File: src/rtl/rgb565_gray_packer_if.sv
`default_nettype none
// ============================================================================
// Module   : rgb565_gray_packer_if
// Function : Pixel-in / packed-grayscale-out stream bundle for the packer.
// Revision : 1.0
// ============================================================================
interface rgb565_gray_packer_if #(
    parameter int PIXELS_PER_IN = 2
);
    logic [16*PIXELS_PER_IN-1:0] in_data;
    logic                        in_valid;
    logic                        in_last;
    logic                        in_ready;
    logic [31:0]                 out_data;
    logic                        out_valid;
    logic                        out_last;
    logic                        out_ready;

    modport master (
        output in_data, in_valid, in_last, out_ready,
        input  in_ready, out_data, out_valid, out_last
    );

    modport slave (
        input  in_data, in_valid, in_last, out_ready,
        output in_ready, out_data, out_valid, out_last
    );
endinterface
`default_nettype wire

File: src/rtl/rgb565_gray_packer.sv
`default_nettype none
// ============================================================================
// Module   : rgb565_gray_packer
// Function : Pipelined RGB565 -> 8-bit gray, packed four bytes per 32-bit word.
//            Define GRAYSCALE_ROUND_EN for round-half-up; default truncates.
// Revision : 1.0
// ============================================================================
module rgb565_gray_packer #(
    parameter int PIXELS_PER_IN = 2,
    parameter int R_COEF        = 54,
    parameter int G_COEF        = 183,
    parameter int B_COEF        = 19
) (
    input  wire                 clock,
    input  wire                 reset_n,
    rgb565_gray_packer_if.slave bus
);

    localparam int          LANES    = PIXELS_PER_IN;
    localparam logic [2:0]  c_lanes  = 3'(PIXELS_PER_IN);
    localparam logic [15:0] c_r_coef = 16'(R_COEF);
    localparam logic [15:0] c_g_coef = 16'(G_COEF);
    localparam logic [15:0] c_b_coef = 16'(B_COEF);
`ifdef GRAYSCALE_ROUND_EN
    localparam logic [15:0] c_rnd    = 16'd128;
`endif

    generate
        if (R_COEF + G_COEF + B_COEF != 256) begin : g_bad_coef
            $error("rgb565_gray_packer: R_COEF + G_COEF + B_COEF must equal 256");
        end
        if (PIXELS_PER_IN != 1 && PIXELS_PER_IN != 2) begin : g_bad_ppi
            $error("rgb565_gray_packer: PIXELS_PER_IN must be 1 or 2");
        end
    endgenerate

    logic        w_en;
    logic        r_s1_valid;
    logic        r_s1_last;
    logic        r_s2_valid;
    logic        r_s2_last;
    logic [7:0]  w_gray [LANES];

    logic [1:0]  r_fill;
    logic [31:0] r_asm;
    logic        r_done;
    logic        r_asm_last;
    logic [31:0] w_asm;
    logic [1:0]  w_slot;
    logic [2:0]  w_fill_sum;
    logic        w_word_done;

    logic [31:0] r_out_data;
    logic        r_out_valid;
    logic        r_out_last;

    assign w_en         = !r_out_valid || bus.out_ready;
    assign bus.in_ready = w_en;

    generate
        for (genvar i = 0; i < LANES; i++) begin : g_lane
            logic [15:0] w_pix;
            logic [7:0]  w_r8;
            logic [7:0]  w_g8;
            logic [7:0]  w_b8;
            logic [15:0] w_sum;
            logic [15:0] r_prod_r;
            logic [15:0] r_prod_g;
            logic [15:0] r_prod_b;
            logic [7:0]  r_gray;

            // Pixel 0 sits in the most significant half of the input word
            assign w_pix = bus.in_data[16*(LANES-1-i) +: 16];
            assign w_r8  = {w_pix[15:11], w_pix[15:13]};
            assign w_g8  = {w_pix[10:5],  w_pix[10:9]};
            assign w_b8  = {w_pix[4:0],   w_pix[4:2]};

`ifdef GRAYSCALE_ROUND_EN
            assign w_sum = r_prod_r + r_prod_g + r_prod_b + c_rnd;
`else
            assign w_sum = r_prod_r + r_prod_g + r_prod_b;
`endif

            always_ff @(posedge clock) begin
                if (w_en) begin
                    r_prod_r <= 16'(w_r8) * c_r_coef;
                    r_prod_g <= 16'(w_g8) * c_g_coef;
                    r_prod_b <= 16'(w_b8) * c_b_coef;
                    r_gray   <= 8'(w_sum >> 8);
                end
            end

            assign w_gray[i] = r_gray;
        end
    endgenerate

    // A finished word waits in r_asm for one cycle, so new bytes start from zero
    always_comb begin
        w_asm  = r_done ? 32'h0 : r_asm;
        w_slot = r_fill;
        for (int i = 0; i < LANES; i++) begin
            w_slot = r_fill + 2'(i);
            w_asm[{~w_slot, 3'b000} +: 8] = w_gray[i];
        end
    end

    assign w_fill_sum  = {1'b0, r_fill} + c_lanes;
    assign w_word_done = w_fill_sum[2];

    always_ff @(posedge clock) begin
        if (!reset_n) begin
            r_s1_valid  <= 1'b0;
            r_s1_last   <= 1'b0;
            r_s2_valid  <= 1'b0;
            r_s2_last   <= 1'b0;
            r_fill      <= 2'd0;
            r_asm       <= 32'h0;
            r_done      <= 1'b0;
            r_asm_last  <= 1'b0;
            r_out_data  <= 32'h0;
            r_out_valid <= 1'b0;
            r_out_last  <= 1'b0;
        end else if (w_en) begin
            r_s1_valid  <= bus.in_valid;
            r_s1_last   <= bus.in_last;
            r_s2_valid  <= r_s1_valid;
            r_s2_last   <= r_s1_last;
            r_out_valid <= r_done;
            if (r_done) begin
                r_out_data <= r_asm;
                r_out_last <= r_asm_last;
            end
            if (r_s2_valid) begin
                r_asm <= w_asm;
                if (w_word_done || r_s2_last) begin
                    r_done     <= 1'b1;
                    r_asm_last <= r_s2_last;
                    r_fill     <= 2'd0;
                end else begin
                    r_done     <= 1'b0;
                    r_fill     <= w_fill_sum[1:0];
                end
            end else begin
                r_done <= 1'b0;
                if (r_done) begin
                    r_asm <= 32'h0;
                end
            end
        end
    end

    assign bus.out_data  = r_out_data;
    assign bus.out_valid = r_out_valid;
    assign bus.out_last  = r_out_last;

endmodule
`default_nettype wire

File: src/flat_wrapper.sv
// flat-port wrapper written by rule: the top's interface ports become plain ports
module rgb565_gray_packer_flat 
#(
    parameter int PIXELS_PER_IN = 2,
    parameter int R_COEF        = 54,
    parameter int G_COEF        = 183,
    parameter int B_COEF        = 19
)
  (clock, reset_n, bus_in_data, bus_in_valid, bus_in_last, bus_out_ready, bus_in_ready, bus_out_data, bus_out_valid, bus_out_last);
  rgb565_gray_packer_if #(.PIXELS_PER_IN(PIXELS_PER_IN)) bus_i ();
  input  wire clock;
  input  wire reset_n;
  input wire logic [$bits(bus_i.in_data)-1:0] bus_in_data;
  input wire logic [$bits(bus_i.in_valid)-1:0] bus_in_valid;
  input wire logic [$bits(bus_i.in_last)-1:0] bus_in_last;
  input wire logic [$bits(bus_i.out_ready)-1:0] bus_out_ready;
  output wire logic [$bits(bus_i.in_ready)-1:0] bus_in_ready;
  output wire logic [$bits(bus_i.out_data)-1:0] bus_out_data;
  output wire logic [$bits(bus_i.out_valid)-1:0] bus_out_valid;
  output wire logic [$bits(bus_i.out_last)-1:0] bus_out_last;
  assign bus_i.in_data = bus_in_data;
  assign bus_i.in_valid = bus_in_valid;
  assign bus_i.in_last = bus_in_last;
  assign bus_i.out_ready = bus_out_ready;
  assign bus_in_ready = bus_i.in_ready;
  assign bus_out_data = bus_i.out_data;
  assign bus_out_valid = bus_i.out_valid;
  assign bus_out_last = bus_i.out_last;
  rgb565_gray_packer #(.PIXELS_PER_IN(PIXELS_PER_IN), .R_COEF(R_COEF), .G_COEF(G_COEF), .B_COEF(B_COEF)) u_core (.clock(clock), .reset_n(reset_n), .bus(bus_i));
endmodule
File: config.mk
export PLATFORM = sky130hd
export DESIGN_NAME = rgb565_gray_packer_flat
export DESIGN_NICKNAME = d
export VERILOG_FILES = /design/src/rtl/rgb565_gray_packer_if.sv /design/src/rtl/rgb565_gray_packer.sv /design/src/flat_wrapper.sv
export SDC_FILE = /design/constraint.sdc
export NUM_CORES = 1
export LEC_CHECK = 0
export CAP_MARGIN = 20
export CORE_ASPECT_RATIO = 0.6
export CORE_MARGIN = 2
export CORE_UTILIZATION = 51
export CTS_BUF_LIST = sky130_fd_sc_hd__clkbuf_8
export CTS_CLUSTER_SIZE = 8
export DETAILED_ROUTE_END_ITERATION = 7
export PLACE_DENSITY = 0.79
export SKIP_LAST_GASP = 1
export SLEW_MARGIN = 15
export SYNTH_ARGS = -nofsm -noshare
export SYNTH_HDL_FRONTEND = slang
export SYNTH_SLANG_ARGS = --single-unit
export TNS_END_PERCENT = 20
File: constraint.sdc
create_clock -name clock -period 6.8 [get_ports clock]
set_input_delay 1.36 -clock clock [delete_from_list [all_inputs] [get_ports clock]]
set_output_delay 1.36 -clock clock [all_outputs]
set_load 0.02 [all_outputs]
# Word-level counts from Yosys, hierarchy flattened
# Cells that the tools add are included.
totals:
  reg_bits: 174
  output_inout_bits: 35
  elab_cells: 52
  inputBits: 37
op_classes:
  n_bitwise: 2
  n_shift: 4
  reduce_logical: 6
  multipliers: 6
  muxes: 7
  add_sub_neg: 8
op_table:
  columns: ["operator", "count"]
  rows:
  - ["bitwise mux 32 bit", 2]
  - ["two-way mux 32 bit", 2]
  - ["variable shift 8 x 7 -> 32 bit, first input constant", 2]
  - ["indexed part select 8 x 7 -> 32 bit", 2]
  - ["multiplier 8 x 5 -> 13 bit, second input constant", 4]
  - ["adder 14 x 16 -> 16 bit", 2]
  - ["adder 16 x 13 -> 16 bit", 2]
  - ["multiplier 8 x 8 -> 16 bit, second input constant", 2]
  - ["negator 5 -> 7 bit", 2]
  - ["NOT 2 bit", 2]
  - ["AND reduction 2 bit", 2]
  - ["adder 2 x 2 -> 3 bit, second input constant", 1]
  - ["AND reduction 3 bit", 1]
  - ["adder 2 x 1 -> 2 bit, second input constant", 1]
  - ["logical OR 1 bit", 2]
  - ["two-way mux 1 bit", 2]
  - ["two-way mux 2 bit", 1]
  - ["logical NOT 1 bit", 1]

# Logic depth before layout (Yosys ltp)
# Gate-level depths: netlist of run 1.
depth:
  depth_word: 6
  ltp_mapped: 15
  depth_no_buf: 15

# Worst setup path after synthesis of run 1
# Ideal clock, no wire load.
synth_path:
  path_type: "input port to flip-flop"
  start: "input bus_in_data[8]"
  end: "register u_core.g_lane[1].r_prod_g[14], data pin"
  t_arrival_ns: 4.455
  required_time_ns: 6.535
  setup_time_ns: 0.265
  path_buffers: 0
  path_slack_ns: 2.080
  stages: 10
  path_cell_list: "ha_1 > fa_1 > inv_1 > fa_1 > fa_1 > inv_1 > ha_1 > o311ai_0 > o21ai_0 > xor2_1"
synth_via:
  elab_chain_len: 1
synth_lines:
  columns: ["element", "line", "text"]
  rows:
  - ["start: declaration", "flat_wrapper.sv:13", "input wire logic [$bits(bus_i.in_data)-1:0] bus_in_data;"]
  - ["multiplier 8 x 8 -> 16 bit", "rgb565_gray_packer.sv:87", "r_prod_g <= 16'(w_g8) * c_g_coef;"]
  - ["end signal: assignment", "rgb565_gray_packer.sv:87", null]
  - ["end: declaration", "rgb565_gray_packer.sv:68", "logic [15:0] r_prod_g;"]
# No other way between the ends.
# A chain may end at the register's enable or synchronous reset.

# Worst setup path in the final report of run 1
layout_path:
  start: "input bus_in_data[10]"
  end: "register u_core.g_lane[1].r_prod_g[14], data pin"
# Same word-level chain as after synthesis.

==> summary.txt, run 1 <==
status -> complete, no violations
Max-Slew Margin vs Limit -> 30.3%
Initial DRC Count -> 655
drt via density -> 5.42
register bit total from synthesis -> 173
routing usage on met2 -> 31.3%
clk buf depth -> 2
hold crit path type -> reg2reg
synthesized cell area -> 13200 um^2
CP bufs+invs -> 3
detailed-route wire length per cell -> 16.3 um
share of layout cells above drive strength 1 -> 4.35%
highest-delay cell along the critical path -> o311ai_0
Root Driver -> clkbuf_8
clk sinks -> 173
drc violations -> 0
post-synthesis cell type count -> 68
Synth Warn # -> 0
H-Tree Depth -> 4
final setup violation count -> 0
final WL -> 27500 um
GRT Max-Usage Layer -> met1
Worst EP required -> 7.01 ns
Flop pwr share -> 30.1%
commonest non-fill, non-tap cells in the layout -> 205 x inv_1, 199 x ha_1, 142 x nand2_1, 100 x edfxtp_1, 91 x fa_1
Syn Nets -> 1604
Mean Syn Cell Area -> 10.3 um^2
RSZ-0062 raised after global routing -> false
Setup crit end kind -> flip-flop
routing usage on met3 -> 3.34%
Setup Crit Path Kind -> in2reg
Combinational Power Share -> 56.0%
Final Skew -> 0.0232 ns
Clk pin slew, worst setup/hold paths -> 0.10 ns
setup bufs post-CTS -> 0
net switching fraction of the power -> 41.8%
drt pass-1 iters -> 5
Clk network pwr share -> 13.9%
core area -> 25300 um^2
CTS tree -> built
FF+latch area -> 4460 um^2
Fmax -> 0.186 GHz
Synth Instances -> 1277
Final #Nets -> 1669
Starting Density -> 52.0%
GRT Util Overall -> 21.2%
total I/O pin count -> 72
diode count -> 0
critical path, cell by cell -> clkdlybuf4s50_1, ha_1, fa_1, inv_1, fa_1, fa_1, inv_1, ha_1, o311ai_0, o21ai_0, xor2_1
# Max-Cap Violations -> 0
Chip Width -> 211 um
IO Port Bufs -> 71
Int Pwr -> 3.43 mW
sequential area share after synthesis -> 33.9%
fin crit share -> 79.1%
WP data arrival -> 5.59 ns
CTS Buf Count -> 17
GPL Wtd Cong -> 0.859
Synth async-reset ratio -> 0%
Max Slew Vio Count -> 0
worst slew pin tran -> 1.05 ns
Die ar. -> 27200 um^2
area of the multi-input gates -> 7800 um^2
Hold WS -> 0.470 ns
crit path max fanout -> 9
largest net degree at the start of global routing -> 74
CTS Hold Bufs -> 0
Post-DP HPWL -> 21500 um
Die Height -> 128 um
Switch Pwr -> 2.46 mW
global-route wire length before repair -> 45000 um
Post-synth top flop -> edfxtp_1
Final Cell Area -> 14700 um^2
Fill cells -> 2125
vias -> 9129
Final Critical Period -> 5.38 ns
final count of hold timing violations -> 0
cts repair resizes -> 0
LEAKAGE -> 6.52 nW
number of antenna violations at the first check in global routing -> 0
met1 Use GR -> 32.6%
Final ANT Viol Nets -> 0
Cell Rows -> 45
clk_lat worst skew -> 0.48 ns
EDFF count, synth -> 100
layout overhead on the synthesized area -> 11.3%
peak supply drop -> 227 uV
number of global-route vias before repair -> 8978
slowest stage delay, CP -> 0.79 ns
most common cell after layout, fill and taps aside -> inv_1
DP Area -> 14200 um^2
Worst path most repeated cell -> fa_1
Worst path top cell family by delay -> adder cells
post-route setup TNS -> 0 ns
Final Core Density -> 57.9%
PD cells -> 402 nW/um^2
element type at the critical path start -> input pin
total grt overflow -> 0
-- path summary, 6_finish.rpt --
| path | from | endpoint | slack [ns] | cells after the start |
|---|---|---|---|---|
| min | u_core.bus.out_data[24] | u_core.bus.out_data[24] | 0.47 | 2 |
| min reg2reg | u_core.bus.out_data[24] | u_core.bus.out_data[24] | 0.47 | 2 |
| max reg2reg | u_core.g_lane[1].r_prod_g[8] | u_core.g_lane[1].r_gray[7] | 3.97 | 8 |
| max | bus_in_data[10] | u_core.g_lane[1].r_prod_g[14] | 1.42 | 11 |
-- cells in the mapped netlist, drive strengths merged (17+ instances only) --
| master | n | area [um^2] |
|---|---|---|
| inv | 205 | 769 |
| ha | 199 | 2490 |
| nand2 | 143 | 537 |
| edfxtp | 100 | 3000 |
| fa | 91 | 1820 |
| dfxtp | 73 | 1460 |
| a21boi | 71 | 533 |
| a21oi | 43 | 223 |
| nand3 | 43 | 215 |
| xnor2 | 43 | 377 |
| nor2 | 34 | 128 |
| o21ai | 27 | 139 |
| nor3 | 26 | 135 |
| xor2 | 20 | 175 |
| buf | 17 | 87.6 |
-- logic make-up after synthesis --
family | synth area share (%)
compound gates | 12.1
buf+inv | 6.86
fa+ha+maj | 32.7
simple gates | 10.2
flops | 33.9
xor+xnor | 4.19
-- tightest hold or removal path, stage by stage (launching register included) --
cell	delay [ns]
dfxtp_1	0.32
nand2_1	0.05
a21boi_0	0.06
-- flip-flops by register name, summed over array words and instances (netlist names) --
| register | count |
|---|---|
| u_core.bus.out_last | 1 |
| u_core.g_lane.r_prod_g | 32 |
| u_core.g_lane.r_gray | 16 |
| u_core.r_s2_valid | 1 |
| u_core.g_lane.r_prod_b | 26 |
| u_core.r_asm | 32 |
| u_core.r_fill | 1 |
| u_core.r_s2_last | 1 |
| u_core.r_asm_last | 1 |
| u_core.bus.out_valid | 1 |
| u_core.r_s1_valid | 1 |
| u_core.r_s1_last | 1 |
| u_core.r_done | 1 |
| u_core.g_lane.r_prod_r | 26 |
| u_core.bus.out_data | 32 |
-- layout make-up --
class	count	share of cell area [%]
clock buffers	18	1.69
well taps	329	2.81
multi-input cells	870	53.2
inverters	205	5.27
flip-flops and latches	173	30.5
clock inverters	14	1.37
repair buffers	75	5.18
-- metal layers --
| layer | wire, um | share of wire [%] |
|---|---|---|
| met2 | 11500 | 42 |
| met5 | 0 | 0 |
| met4 | 288 | 1.0 |
| met1 | 14200 | 52 |
| met3 | 1440 | 5.3 |
-- power by group through the flow --
stage	logic, mW	clock network, mW	registers, mW
finish	3.30	0.822	1.77
global route	3.69	0.878	1.80
CTS	3.28	0.836	1.77
detailed placement	3.24	0	1.79
global placement	3.07	0	1.78
floorplan	2.52	0	1.70
-- per-stage QoR --
step	setup slack (ns)	cells	power (mW)
after detailed placement	0.955	1651	5.03
after global placement	1.07	1649	4.85
after global routing	1.22	1684	6.37
after CTS	1.47	1683	5.89
after floorplan	2.08	1277	4.21
final	1.42	1684	5.90
Power figures use the tool's default switching activity.
==> run 2, diff against run 1 <==
Clock period 6.8 ns to 5.15 ns, I/O delays scaled along.
==> run 2 against run 1 <==
Effect of this change:
- non-clock buffer count grew 15
- sequential power is 32% higher
- flip-flop and latch count did not move
- final area grew 0.71%
- die area is the same
- worst hold slack better by 0.00065 ns
- largest cell class unchanged
- worst setup slack got worse by 1.0 ns
- via count up 0.94%
==> summary.txt, run 2 (synthesized netlist as in run 1, its figures left out) <==
LEAKAGE -> 6.59 nW (+1.0%)
Max Slew Vio Count -> 0 (unchanged)
Int Pwr -> 4.52 mW (+32%)
share of layout cells above drive strength 1 -> 5.40% (+1.0 points)
worst slew pin tran -> 1.02 ns (-0.0231 ns)
GPL Wtd Cong -> 0.874 (+1.7%)
total I/O pin count -> 72 (unchanged)
Cell Rows -> 45 (unchanged)
global-route wire length before repair -> 45700 um (+1.5%)
Clk pin slew, worst setup/hold paths -> 0.10 ns (about the same)
detailed-route wire length per cell -> 16.1 um (-1.4%)
Setup crit end kind -> flip-flop
net switching fraction of the power -> 41.7% (-0.056 points)
CTS Hold Bufs -> 0 (unchanged)
vias -> 9215 (+0.94%)
setup bufs post-CTS -> 0 (unchanged)
Die Height -> 128 um (unchanged)
largest net degree at the start of global routing -> 87 (+18%)
dpl cells -> 1665 (+0.85%)
Die ar. -> 27200 um^2 (unchanged)
cts repair resizes -> 0 (unchanged)
status -> complete, no violations
drc violations -> 0 (unchanged)
number of global-route vias before repair -> 9134 (+1.7%)
CTS tree -> built
Starting Density -> 52.0% (unchanged)
Chip Width -> 211 um (unchanged)
Final Critical Period -> 4.77 ns
number of antenna violations at the first check in global routing -> 1 (+1)
Final Non-Filler Cells -> 1700 (+0.95%)
fin crit share -> 92.7%
total grt overflow -> 0 (unchanged)
final WL -> 27300 um (-0.44%)
peak supply drop -> 356 uV (+57%)
Final ANT Viol Nets -> 0 (unchanged)
drt via density -> 5.42 (about the same)
layout overhead on the synthesized area -> 12.1%
dpl ws -> -0.138 ns (-1.09 ns)
Root Driver -> clkbuf_8
Initial DRC Count -> 548 (-16%)
Clk network pwr share -> 13.4% (-0.5 points)
Fmax -> 0.210 GHz
commonest non-fill, non-tap cells in the layout -> 205 x inv_1, 199 x ha_1, 142 x nand2_1, 100 x edfxtp_1, 91 x fa_1
drt pass-1 iters -> 5 (unchanged)
Final WS setup -> 0.378 ns (-1.04 ns)
Final Core Density -> 58.3% (+0.41 points)
clk buf depth -> 2 (unchanged)
GRT Util Overall -> 21.3% (+0.13 points)
clk_lat worst skew -> 0.48 ns (about the same)
RSZ-0062 raised after global routing -> false
Setup Crit Path Kind -> in2reg
most common cell after layout, fill and taps aside -> inv_1
Combinational Power Share -> 56.5% (+0.5 points)
WP data arrival -> 5.00 ns (-0.59 ns)
Final Skew -> 0.0152 ns (-0.00795 ns)
Switch Pwr -> 3.24 mW (+31%)
# Max-Cap Violations -> 0 (unchanged)
final setup violation count -> 0 (unchanged)
Worst EP required -> 5.38 ns (-1.63 ns)
Final #Nets -> 1684 (+0.90%)
hold crit path type -> reg2reg
path depth of the worst reg2reg path -> 8 (unchanged)
clk sinks -> 173 (unchanged)
IO Port Bufs -> 71 (unchanged)
CTS Buf Count -> 17 (unchanged)
Worst Hold Path Cells -> 2 (unchanged)
Flop pwr share -> 30.1% (about the same)
crit path max fanout -> 5 (-4)
PD cells -> 525 nW/um^2 (+31%)
Post-DP HPWL -> 21400 um (-0.45%)
Max-Slew Margin vs Limit -> 31.8% (+1.5 points)
element type at the critical path start -> input pin
H-Tree Depth -> 4 (unchanged)
core area -> 25300 um^2 (unchanged)
final count of hold timing violations -> 0 (unchanged)
-- run 2: cell types whose count changed in the layout (fill, tap and decap cells not counted) --
cell / previous run / this run
buf_4: 2 / 17
buf_12: 0 / 1
buf_6: 1 / 0
bufinv_16: 4 / 3
clkinv_2: 0 / 1
diode_2: 0 / 1
inv_4: 3 / 2
inv_8: 1 / 2
-- run 2: power groups by stage --
stage               logic (mW)  registers, mW  clock network [mW]
floorplan                 3.32           2.24                   0
global placement          4.09           2.35                   0
detailed placement        4.29           2.35                   0
CTS                       4.35           2.33                1.06
global route              4.93           2.37                1.11
finish                    4.38           2.34                1.04
-- run 2: final cells by class --
cell class | instances | area, um^2
Fill cell | 2128 | 10600
Multi-Input combinational cell | 870 | 7800
Sequential cell | 173 | 4460
Timing Repair Buffer | 90 | 881
Inverter | 205 | 772
Tap cell | 329 | 412
Clock buffer | 18 | 248
Clock inverter | 14 | 180
Antenna cell | 1 | 2.50
-- run 2: worst paths after layout --
path                                              startpoint                             to  slack [ns]
worst max-delay path                         bus_in_data[10]  u_core.g_lane[1].r_prod_g[14]        0.38
worst min-delay path                  u_core.bus.out_data[6]         u_core.bus.out_data[6]        0.47
worst max register to register  u_core.g_lane[1].r_prod_g[8]     u_core.g_lane[1].r_gray[7]        2.25
worst min register to register        u_core.bus.out_data[6]         u_core.bus.out_data[6]        0.47
-- run 2: critical path, cell delays in order --
cell and delay [ns]:
clkdlybuf4s50_1 0.56, ha_1 0.31, fa_1 0.55, inv_1 0.06, fa_1 0.49, fa_1 0.54, inv_1 0.04, ha_1 0.24
o311ai_0 0.76, o21ai_0 0.24, xor2_1 0.18
-- run 2: stage by stage --
| step | TNS (ns) | total power [mW] | hold slack (ns) | area (um^2) |
|---|---|---|---|---|
| global placement | 0 | 6.44 | 0.454 | 14300 |
| detailed placement | -0.227 | 6.64 | 0.461 | 14300 |
| CTS | 0 | 7.74 | 0.469 | 14700 |
| floorplan | 0 | 5.56 | 0.441 | 13200 |
| finish | 0 | 7.76 | 0.471 | 14800 |
| global route | 0 | 8.41 | 0.479 | 14800 |
-- run 2: metal layers --
layer / vias up / global-route usage, % / routed length (um)
met1: 4470 / 32.6 / 14200
met5: - / 0 / 0
li1: 4505 / - / -
met3: 24 / 3.32 / 1400
met4: 0 / 4.35 / 246
met2: 216 / 32.1 / 11500
==> run 3, diff against run 2 <==
Settings changed: CAP_MARGIN 20 to 0, SLEW_MARGIN 15 to 30.
==> run 3 against run 2 <==
Effect of this change:
- sequential power about the same
- final cell count down 0.24%
- worst setup slack gained 0.0082 ns
- utilization is 0.39 points lower
- die area is the same
- worst hold slack worse by 0.0017 ns
- first-iteration DRC count is 27% higher
- global-route usage down 0.14 points
- clock skew hardly changed
- via count down 1.9%
==> summary.txt, run 3 (synthesized netlist as in run 1, its figures left out) <==
detailed-route wire length per cell -> 16.0 um (-0.59%)
Combinational Power Share -> 57.3% (+0.8 points)
final count of hold timing violations -> 0 (unchanged)
IO Port Bufs -> 71 (unchanged)
vias -> 9043 (-1.9%)
fin crit share -> 92.5% (-0.16 points)
Final Skew -> 0.0157 ns (+0.000461 ns)
Worst EP required -> 5.37 ns (about the same)
dpl cells -> 1664 (-0.060%)
setup bufs post-CTS -> 0 (unchanged)
largest net degree at the start of global routing -> 87 (unchanged)
net switching fraction of the power -> 42.1% (+0.37 points)
highest-delay cell along the critical path -> o311ai_0
number of global-route vias before repair -> 8952 (-2.0%)
Max Slew Vio Count -> 0 (unchanged)
CTS tree -> built
WP data arrival -> 4.99 ns (about the same)
Setup crit end kind -> flip-flop
element type at the critical path start -> input pin
worst slew pin tran -> 0.839 ns (-0.183 ns)
Final #Nets -> 1681 (-0.18%)
H-Tree Depth -> 4 (unchanged)
LEAKAGE -> 6.54 nW (-0.67%)
slowest stage delay, CP -> 0.76 ns (about the same)
Starting Density -> 52.0% (unchanged)
hold crit path type -> reg2reg
Setup Crit Path Kind -> in2reg
cts repair resizes -> 0 (unchanged)
final setup violation count -> 0 (unchanged)
Root Driver -> clkbuf_8
peak supply drop -> 382 uV (+7.2%)
final WL -> 27100 um (-0.82%)
status -> complete, no violations
core area -> 25300 um^2 (unchanged)
layout overhead on the synthesized area -> 11.4%
global-route wire length before repair -> 45300 um (-0.77%)
drc violations -> 0 (unchanged)
Worst path most repeated cell -> fa_1
Clk network pwr share -> 12.2% (-1.2 points)
Fill cells -> 2107 (-0.99%)
Die ar. -> 27200 um^2 (unchanged)
Die Height -> 128 um (unchanged)
critical path, cell by cell -> clkdlybuf4s50_1, ha_1, fa_1, inv_1, fa_1, fa_1, inv_1, ha_1, o311ai_0, o21ai_0, xor2_1
Final Core Density -> 57.9% (-0.39 points)
number of antenna violations at the first check in global routing -> 0 (-1)
Final Cell Area -> 14700 um^2 (-0.66%)
Initial DRC Count -> 698 (+27%)
Chip Width -> 211 um (unchanged)
GPL Wtd Cong -> 0.874 (unchanged)
Final Non-Filler Cells -> 1696 (-0.24%)
clk buf depth -> 2 (unchanged)
CTS Hold Bufs -> 0 (unchanged)
most common cell after layout, fill and taps aside -> inv_1
PD cells -> 521 nW/um^2 (-0.83%)
Fmax -> 0.210 GHz (+0.17%)
Switch Pwr -> 3.22 mW (-0.61%)
drt pass-1 iters -> 7 (+2)
Post-DP HPWL -> 21300 um (-0.43%)
drt via density -> 5.33 (-1.6%)
diode count -> 0 (-1)
Max-Slew Margin vs Limit -> 43.3% (+11 points)
Cell Rows -> 45 (unchanged)
Flop pwr share -> 30.5% (+0.4 points)
total grt overflow -> 0 (unchanged)
commonest non-fill, non-tap cells in the layout -> 206 x inv_1, 199 x ha_1, 142 x nand2_1, 100 x edfxtp_1, 91 x fa_1
Clk pin slew, worst setup/hold paths -> 0.09 ns (about the same)
Hold WS -> 0.469 ns (-0.00174 ns)
overall power -> 7.64 mW (-1.5%)
Final ANT Viol Nets -> 0 (unchanged)
crit path max fanout -> 5 (unchanged)
GRT Util Overall -> 21.2% (-0.14 points)
DP Area -> 14300 um^2 (about the same)
# Max-Cap Violations -> 0 (unchanged)
total I/O pin count -> 72 (unchanged)
clk_lat worst skew -> 0.47 ns (about the same)
CTS Buf Count -> 17 (unchanged)
Int Pwr -> 4.42 mW (-2.1%)
clk sinks -> 173 (unchanged)
share of layout cells above drive strength 1 -> 5.19% (-0.21 points)
Final Critical Period -> 4.76 ns (-0.00820 ns)
RSZ-0062 raised after global routing -> false
## run 3: area by class of cell
cell class,instances,area (um^2),area share (%)
clock inverters,13,113,0.768
clock buffers,19,262,1.78
well taps,329,412,2.81
inverters,205,772,5.26
flip-flops and latches,173,4460,30.4
repair buffers,87,832,5.67
multi-input cells,870,7810,53.3
## run 3: layer usage
layer | track usage [%] | up-vias | share of wire, %
met2 | 31.1 | 206 | 41
li1 | - | 4496 | -
met1 | 32.8 | 4324 | 53
met4 | 4.06 | 0 | 0.95
met5 | 0 | - | 0
met3 | 3.83 | 17 | 5.5
## run 3: final timing paths
check	from	endpoint	slack [ns]	depth (start not counted)
setup / recovery	bus_in_data[10]	u_core.g_lane[1].r_prod_g[14]	0.39	11
hold / removal	u_core.bus.out_data[30]	u_core.bus.out_data[30]	0.47	2
setup reg to reg	u_core.g_lane[1].r_prod_g[8]	u_core.g_lane[1].r_gray[7]	2.30	8
hold reg to reg	u_core.bus.out_data[30]	u_core.bus.out_data[30]	0.47	2
## run 3: critical path: cells and delay by family
family / cells / cell delay, ns
adders and majority gates: 5 / 2.12
AOI/OAI and AO/OA: 2 / 1.00
buffers and inverters: 3 / 0.66
xor gates and xnor gates: 1 / 0.18
## run 3: power groups by stage
| stage | sequential [mW] | clock, mW | combinational (mW) |
|---|---|---|---|
| finish | 2.33 | 0.934 | 4.38 |
| global placement | 2.35 | 0 | 4.09 |
| CTS | 2.33 | 0.947 | 4.34 |
| detailed placement | 2.35 | 0 | 4.29 |
| floorplan | 2.24 | 0 | 3.32 |
| global route | 2.36 | 1.01 | 4.91 |
## run 3: metrics by stage
step	setup slack [ns]	setup TNS (ns)
after detailed placement	-0.147	-0.244
after CTS	0.406	0
after global routing	0.239	0
final	0.386	0
after floorplan	0.760	0
after global placement	0.0713	0
==> RTL change 1, RTL diff (flow settings as in run 3) <==
Add a define of `GRAYSCALE_ROUND_EN`.
--- a/src/rtl/rgb565_gray_packer.sv
+++ b/src/rtl/rgb565_gray_packer.sv
@@ -5,6 +5,8 @@
 //            Define GRAYSCALE_ROUND_EN for round-half-up; default truncates.
 // Revision : 1.0
 // ============================================================================
+`define GRAYSCALE_ROUND_EN
+
 module rgb565_gray_packer #(
     parameter int PIXELS_PER_IN = 2,
     parameter int R_COEF        = 54,
Formal check against the unedited RTL: not equivalent (Yosys sat finds a counterexample within 10 cycles, from zero or initial values and one cycle with reset_n low).
==> RTL change 1 against run 3 <==
Area after synthesis is 0.33% lower. Routed wire length is 5.7% lower. Combinational power is 9.4% higher. Global-route usage is 1.1 points lower. Sequential cell count stayed put. Non-clock buffer count is 1 higher. Worst setup slack better by 0.036 ns. Critical path type unchanged. Hold slack worse by 0.0010 ns. Register-to-register slack worse by 0.39 ns. Core utilization is 0.19 points higher. Final area is 0.10% higher. Power is 6.4% higher.
==> RTL change 1: results (changes against run 3) <==
{| class="wikitable"
! Metric !! Value
|-
| Cell variety after synth || 52 (-24%)
|-
| Arrival time of data at the critical path endpoint || 4.95 ns (-0.04 ns)
|-
| Mux cell area share after synthesis || 0.07626% (+0.076 points)
|-
| Synthesized area per cell || 10.59 um2 (+2.7%)
|-
| Routed vias/inst || 5.201 (-2.5%)
|-
| Multi-input gate count || 854 (-1.8%)
|-
| Worst min-delay path endpoint || u_core.bus.out_data[31]$_SDFFE_PN0P_
|-
| Cell depth of the worst hold path || 2 (unchanged)
|-
| Critical Path Max Stage Delay || 0.65 ns (-0.11 ns)
|-
| Skew final || 0.01658 ns (+0.0008985 ns)
|-
| Worst-path fanout max || 7 (+2)
|-
| Worst setup path end || u_core.g_lane[0].r_prod_g[15]$_DFFE_PN_
|-
| Post-Place Worst Slack || -0.05458 ns (+0.09259 ns)
|-
| Reg-to-reg setup timing slack || 1.91 ns (-0.39 ns)
|-
| Portion of the post-synthesis area used by sequential elements || 34.01% (+0.11 points)
|-
| Placer's final routability congestion estimate || 0.8625 (-1.3%)
|-
| Status || completed
|-
| Cell types occupying the most area after synthesis || edfxtp_1, ha_1, fa_1
|-
| Detail Placement HPWL || 20010 um (-6.2%)
|-
| Hold wc startpoint || u_core.bus.out_data[31]$_SDFFE_PN0P_
|-
| Commonest cells in the netlist || ha_1, inv_1, nand2_1
|-
| Final instance count without filler cells || 1661 (-2.1%)
|-
| Non-clock buffer instance count of the final layout || 88 (+1.1%)
|-
| Worst reg2reg path depth || 10 (+2)
|-
| Share of the synthesized area in compound gates (AO/OA/AOI/OAI) || 10.48% (-1.6 points)
|-
| Total Routed Length || 25560 um (-5.7%)
|-
| Number of antenna violations at the first check in global routing || 1 (+1)
|-
| Fin crit period || 4.728 ns (-0.03590 ns)
|-
| Reg2Reg Capture Point || u_core.g_lane[0].r_gray[7]$_DFFE_PN_
|-
| ClkCell Share || 2.787% (+0.24 points)
|-
| Fraction of final layout cells sized beyond drive strength 1 || 5.030% (-0.16 points)
|-
| Static power due to leakage || 6.611 nW (+1.0%)
|-
| Number of global-route vias before repair || 8744 (-2.3%)
|-
| Worst max-slew margin expressed relative to the limit || 37.60% (-5.7 points)
|-
| Post-Place Cells || 1629 (-2.1%)
|-
| Layout non-clock buf frac || 5.693% (+0.020 points)
|-
| Critical Path Source || bus_in_data[25]
|-
| RR Startpoint || u_core.g_lane[0].r_prod_b[6]$_DFFE_PN_
|-
| Arithmetic-cell share of the synthesized area counting full adders, half adders and majority gates || 35.17% (+2.4 points)
|-
| Clock tree buffer count of the final layout || 17 (-2)
|-
| Root buffer selected by CTS || clkbuf_8
|-
| Share of cell area taken by multi-input logic gates || 53.56% (+0.29 points)
|-
| # fillers || 2098 (-0.43%)
|-
| Fraction of area in registers || 30.41% (-0.031 points)
|-
| Cell type of the slowest stage on the worst timing path || clkdlybuf4s50_1
|-
| Non-clock inverter count in the final layout || 185 (-9.8%)
|-
| Number of DRC markers after the initial detailed-route iteration || 637 (-8.7%)
|}
-- RTL change 1: power breakdown --
part,internal [mW],switching (mW)
combinational,2.24,2.55
sequential,2.14,0.209
clock,0.448,0.546
-- RTL change 1: worst max-delay path: cells and delay by family --
family          cells  cell delay, ns
compound gates      5            1.00
simple gates        1            0.14
xor+xnor            1            0.16
buf+inv             3            0.75
fa+ha+maj           5            1.87
-- RTL change 1: kinds of logic after synthesis --
family                     count (synthesis)
AOI/OAI and AO/OA                        196
xor gates and xnor gates                  69
adders and majority gates                315
buffers and inverters                    212
DFF                                      173
muxes                                      1
and+or+nand+nor                          273
-- RTL change 1: metrics by stage --
stage,hold WS [ns],cell area (um2)
floorplan,0.4406,13130
global placement,0.4524,14260
detailed placement,0.4613,14270
CTS,0.4750,14680
global route,0.4882,14680
finish,0.4677,14680
-- RTL change 1: metal layers --
metal	GRT usage, %	share of wire [%]
met5	0	0
met4	3.521	0.81
met3	3.258	4.3
met2	30.28	41
met1	30.62	54
==> RTL change 2, RTL diff (flow settings as in run 3) <==
Without the edit above. Make the reset (`reset_n`) asynchronous in one clocked block.
--- a/src/rtl/rgb565_gray_packer.sv
+++ b/src/rtl/rgb565_gray_packer.sv
@@ -107,7 +107,7 @@
     assign w_fill_sum  = {1'b0, r_fill} + c_lanes;
     assign w_word_done = w_fill_sum[2];
 
-    always_ff @(posedge clock) begin
+    always_ff @(posedge clock or negedge reset_n) begin
         if (!reset_n) begin
             r_s1_valid  <= 1'b0;
             r_s1_last   <= 1'b0;
Function: changed (Yosys sat finds a counterexample within 10 cycles, from zero or initial values and one cycle with reset_n low; the reset may be asserted at any time).
==> RTL change 2 against run 3 <==
Die area down 1.2%. Register-to-register slack worse by 0.32 ns. Routed wire length shrank 7.8%. Clock skew grew 0.00074 ns. Area after synthesis down 1.2%. Core utilization grew 0.42 points. Power increased by 15%. Final area barely moved. Sequential share of layout area is 2.5 points higher. Clock power up 5.0%. Global-route usage shrank 1.2 points. Sequential cell count is the same. Worst setup slack better by 0.033 ns.
==> RTL change 2: results (changes against run 3) <==
{| class="wikitable"
! Metric !! Value
|-
| Hold wc startpoint || u_core.g_lane[1].r_gray[5]$_DFFE_PN_
|-
| Gr usage total || 20.00% (-1.2 points)
|-
| Non-clock buffer instance count of the final layout || 96 (+10%)
|-
| Detailed-route via count || 8386 (-7.3%)
|-
| Multi-input gate count || 767 (-12%)
|-
| Synthesized net count || 1486 (-7.4%)
|-
| Arrival time of data at the critical path endpoint || 4.96 ns (-0.03 ns)
|-
| Share of synthesized registers carrying an async set or reset || 42.20% (+42 points)
|-
| Ant diodes || 0 (unchanged)
|-
| Cell type of the slowest stage on the worst timing path || clkdlybuf4s50_1
|-
| Total area of multi-input combinational cells || 7366 um2 (-5.7%)
|-
| First-pass iteration count of the detailed router || 5 (-2)
|-
| Clock tree buffer count of the final layout || 18 (-1)
|-
| Largest net degree at the start of global routing || 74 (-15%)
|-
| Post-Place Worst Slack || -0.05136 ns (+0.09581 ns)
|-
| Final instance count without filler cells || 1599 (-5.7%)
|-
| Placer's final routability congestion estimate || 0.8663 (-0.86%)
|-
| Chip width || 210.2 um (-0.61%)
|-
| Instance area at placement || 14260 um2 (-0.23%)
|-
| Portion of the post-synthesis area used by sequential elements || 37.13% (+3.2 points)
|-
| Fraction of final layout cells sized beyond drive strength 1 || 8.031% (+2.8 points)
|-
| Cell types occupying the most area after synthesis || edfxtp_1, ha_1, dfrtp_1
|-
| Worst voltage drop across the vdd grid || 328.2 uV (-14%)
|-
| RR Startpoint || u_core.g_lane[0].r_prod_g[5]$_DFFE_PN_
|-
| Number of global-route vias before repair || 8539 (-4.6%)
|-
| Detail Placement HPWL || 20310 um (-4.7%)
|-
| Worst-path fanout max || 6 (+1)
|-
| Status || completed
|-
| Net count of the finished layout || 1585 (-5.7%)
|-
| Clock group share of total power || 11.1% (-1.1 points)
|-
| Commonest cells in the netlist || inv_1, ha_1, edfxtp_1
|-
| Number of cells produced by synthesis || 1158 (-9.3%)
|-
| Static power due to leakage || 6.970 nW (+6.5%)
|-
| Cell variety after synth || 52 (-24%)
|-
| Critical Path Source || bus_in_data[25]
|-
| Critical Path Max Stage Delay || 0.63 ns (-0.13 ns)
|-
| Power consumed by combinational cells || 5.01 mW (+14%)
|-
| Number of DRC markers after the initial detailed-route iteration || 429 (-39%)
|-
| Layout non-clock buf frac || 6.113% (+0.44 points)
|-
| Worst max-slew margin expressed relative to the limit || 52.36% (+9.0 points)
|-
| Non-clock inverter count in the final layout || 202 (-1.5%)
|-
| Skew final || 0.01642 ns (+0.0007447 ns)
|-
| Total clock buffers created by CTS || 17 (unchanged)
|-
| Area of all placed cells without fillers || 14680 um2 (about the same)
|-
| Storage element area || 4830 um2 (+8.2%)
|-
| Largest delay contributor family on the critical path || adder cells
|-
| Total Routed Length || 24990 um (-7.8%)
|-
| P_clk || 981 uW (+5.0%)
|-
| Post-CTS setup buffer count || 0 (unchanged)
|-
| # fillers || 2017 (-4.3%)
|-
| First-pass GRT wire length || 42230 um (-6.8%)
|}
## RTL change 2: cell types whose count changed in the layout (fill, tap and decap cells not counted), moves of 16 or more
cell,run 3,this run
mux2_2,0,36
nor3_1,25,9
nand2_1,142,87
a21boi_0,70,1
nand3_1,43,9
o21ai_0,24,68
dfrtp_1,0,73
dfxtp_1,73,0
## RTL change 2: kinds of logic (layout without fill, tap and decap cells)
family	count (synthesis)	after routing	share of synthesized area (%)
adder cells (fa/ha/maj)	291	291	33.24
buffers and inverters	218	330	6.329
AO/OA/AOI/OAI	187	187	9.032
AND/OR/NAND/NOR	184	184	6.493
flip-flops	173	173	37.13
XOR/XNOR	68	68	4.579
multiplexers	37	37	3.194
## RTL change 2: worst paths after layout
check | to | slack, ns | depth (start not counted)
worst max-delay path | u_core.g_lane[0].r_prod_g[12]$_DFFE_PN_ | 0.42 | 16
worst min-delay path | u_core.r_asm[21]$_DFFE_PN0N_ | 0.48 | 2
worst max register to register | u_core.g_lane[0].r_gray[5]$_DFFE_PN_ | 1.98 | 8
worst min register to register | u_core.r_asm[21]$_DFFE_PN0N_ | 0.48 | 2
max in group asynchronous | u_core.r_s2_valid$_DFFE_PN0N_ | 4.06 | 2
min in group asynchronous | u_core.bus.out_data[27]$_DFFE_PN0P_ | 0.64 | 2
## RTL change 2: worst register-to-register path, cell delays in order (launching register included)
cell and delay, ns:
edfxtp_1 0.43, fa_1 0.49, ha_1 0.31, a211oi_1 0.21
nor2_1 0.07, nor3_1 0.53, o21ai_0 0.37, or4b_1 0.56
nand3_1 0.09
## RTL change 2: per-layer routing
metal | routed length, um | track usage [%] | up-vias
li1 | - | - | 4146
met1 | 13550 | 31.27 | 4082
met2 | 10270 | 29.08 | 139
met3 | 954 | 3.307 | 19
met4 | 221 | 4.547 | 0
met5 | 0 | 0 | -
